<file path="config.mk">
export PLATFORM = sky130hd
export DESIGN_NAME = hazard_ctrl
export DESIGN_NICKNAME = d
export VERILOG_FILES = /design/src/rtl/hazard_ctrl.sv
export SDC_FILE = /design/constraint.sdc
export NUM_CORES = 1
export LEC_CHECK = 0
export CAP_MARGIN = 40
export CORE_AREA = 5 5 56 53
export DETAILED_ROUTE_END_ITERATION = 16
export DIE_AREA = 0 0 61 58
export PLACE_DENSITY_LB_ADDON = 0.08
export SLEW_MARGIN = 30
export SYNTH_ARGS = -nofsm -noshare
export SYNTH_HDL_FRONTEND = slang
export SYNTH_SLANG_ARGS = --single-unit
</file>
<file path="constraint.sdc">
create_clock -name clk -period 3.7 [get_ports clk]
set_input_delay 0.925 -clock clk [delete_from_list [all_inputs] [get_ports clk]]
set_output_delay 0.925 -clock clk [all_outputs]
set_load 0.01 [all_outputs]
</file>
<file path="src/rtl/hazard_ctrl.sv">
// RVX10 hazard control: EX forwarding, load-use bubbles, long-op E occupancy, branch flushes.
// All outputs are combinational from the current inputs and counters; stalls hold upstream stages, never drop work.
module hazard_ctrl #(
  parameter int RA_W       = 5,
  parameter int LOAD_STALL = 1,
  parameter int LONG_LAT   = 4,
  parameter int CNT_W      = 4
) (
  input  logic            clk,
  input  logic            reset,
  input  logic [RA_W-1:0] Rs1D,
  input  logic [RA_W-1:0] Rs2D,
  input  logic [RA_W-1:0] Rs1E,
  input  logic [RA_W-1:0] Rs2E,
  input  logic [RA_W-1:0] RdE,
  input  logic [RA_W-1:0] RdM,
  input  logic [RA_W-1:0] RdW,
  input  logic            MemReadE,
  input  logic            RegWriteM,
  input  logic            RegWriteW,
  input  logic            LongOpE,
  input  logic            PCSrcE,
  output logic            stallF,
  output logic            stallD,
  output logic            stallE,
  output logic            flushD,
  output logic            flushE,
  output logic            flushM,
  output logic [1:0]      forwardAE,
  output logic [1:0]      forwardBE,
  output logic            busy
);

  typedef enum logic {IDLE, BUSY} loStateT;

  localparam logic             LO_EN   = (LONG_LAT >= 2);
  localparam logic [CNT_W-1:0] LD_INIT = CNT_W'(LOAD_STALL - 1);
  localparam logic [CNT_W-1:0] LO_INIT = (LONG_LAT >= 2) ? CNT_W'(LONG_LAT - 2) : '0;

  loStateT          state, stateNext;
  logic [CNT_W-1:0] ldCnt, ldCntNext;
  logic [CNT_W-1:0] loCnt, loCntNext;
  logic             ldActive, ldHaz, ldStall, loStall, branch;

  function automatic logic [1:0] fwdSel(input logic [RA_W-1:0] rs);
    if (RegWriteM && (RdM != '0) && (RdM == rs))
      return 2'b10;
    else if (RegWriteW && (RdW != '0) && (RdW == rs))
      return 2'b01;
    return 2'b00;
  endfunction

  always_ff @(posedge clk or posedge reset) begin
    if (reset) begin
      state <= IDLE;
      ldCnt <= '0;
      loCnt <= '0;
    end else begin
      state <= stateNext;
      ldCnt <= ldCntNext;
      loCnt <= loCntNext;
    end
  end

  always_comb begin
    ldActive  = (ldCnt != '0);
    // A new hazard is only looked for once the previous bubble train has drained.
    ldHaz     = MemReadE && (RdE != '0) && ((RdE == Rs1D) || (RdE == Rs2D)) && !ldActive;
    ldStall   = ldHaz || ldActive;
    ldCntNext = ldActive ? (ldCnt - CNT_W'(1)) : (ldHaz ? LD_INIT : '0);

    stateNext = state;
    loCntNext = loCnt;
    loStall   = 1'b0;
    case (state)
      IDLE: begin
        if (LongOpE && LO_EN) begin
          loStall   = 1'b1;
          stateNext = BUSY;
          loCntNext = LO_INIT;
        end
      end
      BUSY: begin
        if (loCnt != '0) begin
          loStall   = 1'b1;
          loCntNext = loCnt - CNT_W'(1);
        end else begin
          stateNext = IDLE;
        end
      end
      default: stateNext = IDLE;
    endcase

    // The branch in E is not final until the long op lets E advance.
    branch = PCSrcE && !loStall;
  end

  assign stallF    = !reset && (ldStall || loStall);
  assign stallD    = !reset && (ldStall || loStall);
  assign stallE    = !reset && loStall;
  assign flushD    = !reset && branch;
  assign flushE    = !reset && (ldStall || branch) && !loStall;
  assign flushM    = !reset && loStall;
  assign forwardAE = reset ? 2'b00 : fwdSel(Rs1E);
  assign forwardBE = reset ? 2'b00 : fwdSel(Rs2E);
  assign busy      = !reset && (state == BUSY);

endmodule

</file>
# After elaboration in Yosys (flattened, before gate mapping)
# Cells that the tools add are included.
[word_totals]
regBits = 9
in_bits = 42
output_inout_bits = 11
wordCells = 62
[classes]
n_mux = 19
bitwise_logic = 1
n_eq_ne = 8
addsub = 2
reduce_logical = 29
[op_table]
columns = ["operator", "n"]
rows = [
  ["5-bit equality test", 6],
  ["1-bit logical AND", 16],
  ["2-bit two-way mux", 8],
  ["5-bit nonzero test", 3],
  ["4-bit two-way mux", 3],
  ["4-bit case mux with 2 select lines", 1],
  ["4-bit nonzero test", 2],
  ["4-bit by 1-bit subtractor with 4-bit output (second input constant)", 2],
  ["1-bit two-way mux", 6],
  ["1-bit logical OR", 4],
  ["1-bit logical NOT", 3],
  ["2-bit by 1-bit inequality test with 1-bit output (second input constant)", 1],
  ["2-bit inequality test (second input constant)", 1],
  ["1-bit case mux with 2 select lines", 1],
  ["2-bit AND reduction", 1],
  ["1-bit NOT", 1],
]

# Depth between registers and ports, before layout
[logic_depth]
ltp_word = 8
mapped_depth = 7
ltp_nobuf = 7

# Least setup slack after synthesis
# Ideal clock, no wire load.
[synth_path]
kind = "in2out"
from = "input reset"
to = "output forwardAE[0]"
t_arrival_ps = 2138
slack_ps = 637
path_stages = 5
t_required_ps = 2775
n_path_buf = 1
path_cell_list = "clkbuf_1 > inv_2 > o211ai_1 > or4_1 > nor4_2"
[synth_between]
elab_chain_cells = 1
[synth_lines]
columns = ["element", "line_no", "text"]
rows = [
  ["start, declared", "10", "input logic reset,"],
  ["2-bit two-way mux", "104", "assign forwardAE = reset ? 2'b00 : fwdSel(Rs1E);"],
  ["end, declared", "29", "output logic [1:0] forwardAE,"],
]
# Every way passes these cells.

# Worst setup path in the final report
[layout_path]
from = "input RdM[1]"
to = "output forwardAE[0]"
[layout_between]
elab_chain_cells = 6
elab_cells_between_ends = 8
cone_classes = "eq/ne: 1; mux: 4; reduce/logical: 3"
[layout_lines]
columns = ["element", "line_no", "text"]
rows = [
  ["start, declared", "16", "input logic [RA_W-1:0] RdM,"],
  ["5-bit nonzero test", "46", "if (RegWriteM && (RdM != '0) && (RdM == rs))"],
  ["1-bit logical AND", "46", ""],
  ["1-bit logical AND (*)", "46", ""],
  ["2-bit two-way mux or 1-bit two-way mux (tied branches)", "46", ""],
  ["2-bit two-way mux (*)", "50", "return 2'b00;"],
  ["2-bit two-way mux (*)", "104", ""],
]
# Mark *: on every way between the ends. The rest lies on a longest branch, timed or not.

==> flow_summary.json <==
{
  "final_nets": 212,
  "gp_congestion": 0.824,
  "synthToLayoutAreaGrowth_pct": 78.2,
  "vias_per_cell": 4.81,
  "max_slew_margin_pct": 66.3,
  "fillers": 210,
  "r2r_end": "loCnt[3]",
  "synth-edff-count": 0,
  "final.setup_skew_ps": 1.82,
  "cp_slowest_cell": "or4_4",
  "layout-drive-gt1-share_pct": 14.9,
  "grt_setup_unrepaired": "no",
  "max_stage_delay_ps": 570,
  "cts_buffers": 3,
  "endpoint_kind": "output port",
  "ir_drop_v": 0.000257,
  "core_sq_um": 2340,
  "grt_max_degree": 10,
  "setup_ws_ps": 42.5,
  "clockRootBuffer": "clkbuf_4",
  "syn-num-nets": 144,
  "htree_levels": 1,
  "yosysTopAreaCell": "dfrtp_1",
  "fin_cells": 196,
  "gr-total-overflow": 0,
  "seq_area_frac_synth_pct": 26.5,
  "async_flop_share_pct": 100,
  "track_usage_pct": 15.0,
  "grt_pass1_wl_um": 4040,
  "cap_violations": 0,
  "die_area_sq_um": 3540,
  "crit_path_end": "forwardAE[0]",
  "slew_viol_final": 0,
  "cts_sinks": 9,
  "max_freq_mhz": 273,
  "reg2reg_from": "loCnt[0]",
  "hold_viol": 0,
  "drc": 0,
  "startpoint": "RdM[1]",
  "netlist_instances": 101,
  "yosysWarnings": 0,
  "p_leak_nw": 0.627,
  "synth_area_leaders": "dfrtp_1, xnor2_1, xor2_1",
  "cts_post_setup_buffers_inserted": 0,
  "p_per_area_nw_per_um2": 339,
  "synth_flop_cell": "dfrtp_1",
  "rows": 17,
  "start_util_pct": 36.4,
  "ant_nets": 0,
  "tns_ps": 0,
  "tightest_slew_ps": 502,
  "run_status": "completed",
  "drtIter0Drc": 13,
  "cp.required_ps": 2770,
  "fin_crit_ps": 3660,
  "yosysMostFrequentCell": "xnor2_1",
  "drt-total-wl_um": 2540,
  "post_synth.cell_area_avg_sq_um": 8.42,
  "dp_hpwl_um": 2300,
  "min_path_type": "reg2reg",
  "design_area_sq_um": 1520,
  "crit_path_max_fanout": 3,
  "finalCritPeriodShare_pct": 98.9,
  "syn_area_sq_um": 851,
  "ctsLongestPathBuffers": 2,
  "cp.arrival_ps": 2730,
  "die_h_um": 58,
  "postPlaceCellArea_sq_um": 1490,
  "crit_type": "in2out",
  "yosys.cell_types.count": 27,
  "antenna_found_initial": 0,
  "setup_violations": 0,
  "cts_tree": "yes",
  "ys_seq_elements": 9,
  "rrSetupSlack_ps": 2180,
  "synth_commonest_cells": "xnor2_1, xor2_1, nand2_1",
  "die_width_um": 61,
  "io_pins": 53,
  "r2r_cells": 8,
  "firstDrtPassIters": 6,
  "portBuffers": 52,
  "first_global_vias": 1020,
  "yosysTopAreaCellShare_pct": 26.5,
  "wire_per_inst_um": 13.0,
  "worstSetupStartpointType": "input pin",
  "vias": 943,
  "place_ws_ps": -351,
  "clock_latency_ps": 260,
  "dpl.cell_count": 192,
  "clk_pin_slew_worst_paths_ps": 60,
  "cp_cell_sequence": "clkdlybuf4s50_1 > or4_4 > o21ai_4 > nor3_1 > nor4_2 > buf_2",
  "n_antenna_cell": 0
}
[layer usage]
layer / global-route usage [%] / wire, um / up-vias
li1: - / - / 484
met1: 17.1 / 1060 / 418
met2: 27.3 / 1300 / 39
met3: 2.23 / 155 / 2
met4: 5.57 / 19 / 0
met5: 0 / 0 / -
[how the worst min path moves through the flow]
stage	from	endpoint	slack, ps	cells past startpoint
after detailed placement	loCnt[0]	loCnt[0]	510	1
after global placement	ldCnt[0]	ldCnt[0]	500	1
after CTS	loCnt[0]	loCnt[0]	520	1
final	loCnt[0]	loCnt[0]	510	1
after floorplan	loCnt[2]	loCnt[2]	480	2
after global routing	ldCnt[0]	ldCnt[0]	560	1
[flip-flops by register name (all words and copies together) (netlist names)]
register	cells
ldCnt	4
state	1
loCnt	4
[layout make-up]
type / count / area [sq um] / area share (%)
repair buffers: 66 / 611 / 40.3
clock inverters: 1 / 5.00 / 0.330
multi-input cells: 84 / 599 / 39.5
well taps: 28 / 35.0 / 2.31
flip-flops and latches: 9 / 225 / 14.9
clock buffers: 3 / 22.5 / 1.49
inverters: 5 / 18.8 / 1.24
[metrics by stage]
step	power, mW	utilization, %	hold WS (ps)
finish	0.514	64.8	514
global route	0.553	64.8	564
CTS	0.522	65.0	520
detailed placement	0.445	63.8	508
global placement	0.439	63.8	502
floorplan	0.303	-	482
[cell usage in the layout (no fill, tap or decap), types with 2 or more instances in the layout]
cell type | synthesis | layout
o211ai_1 | 2 | 2
dfrtp_1 | 9 | 9
nand2b_1 | 2 | 2
nor2_1 | 3 | 3
nand2_1 | 10 | 10
clkdlybuf4s50_1 | 0 | 45
buf_4 | 2 | 14
clkbuf_4 | 0 | 3
dlygate4sd2_1 | 0 | 4
inv_1 | 4 | 4
xnor2_1 | 17 | 17
nor3_1 | 6 | 6
nor4_2 | 2 | 2
xor2_1 | 14 | 14
or4_1 | 5 | 4
o21ai_0 | 5 | 5
nor4_1 | 3 | 3
nand3_1 | 5 | 5
[critical path: cells and delay by family]
family | cells | cell delay, ps
buffers and inverters | 2 | 620
AND/OR/NAND/NOR | 3 | 990
AO/OA/AOI/OAI | 1 | 180
[cells by family (layout without fill, tap and decap cells)]
group	count (synthesis)	in the layout	share of synthesized area [%]
flip-flops	9	9	26.5
buffers and inverters	8	75	4.41
AND/OR/NAND/NOR	39	39	25.6
AO/OA/AOI/OAI	13	13	10.1
XOR/XNOR	31	31	31.9
adder cells (fa/ha/maj)	1	1	1.47
[repair_timing]
action                                  CTS  global route
pin swaps                                 1             0
endpoints found under the setup margin    7             2
resized for setup                        13             2
hold buffers                              0             0
endpoints found under the hold margin     0             0
[report_power, final]
part	internal [mW]	switching (mW)
Clock	0.0399	0.0354
Sequential	0.127	0.0247
Combinational	0.160	0.127
Total	0.327	0.187
No activity file was read; power rests on OpenSTA's default activity.
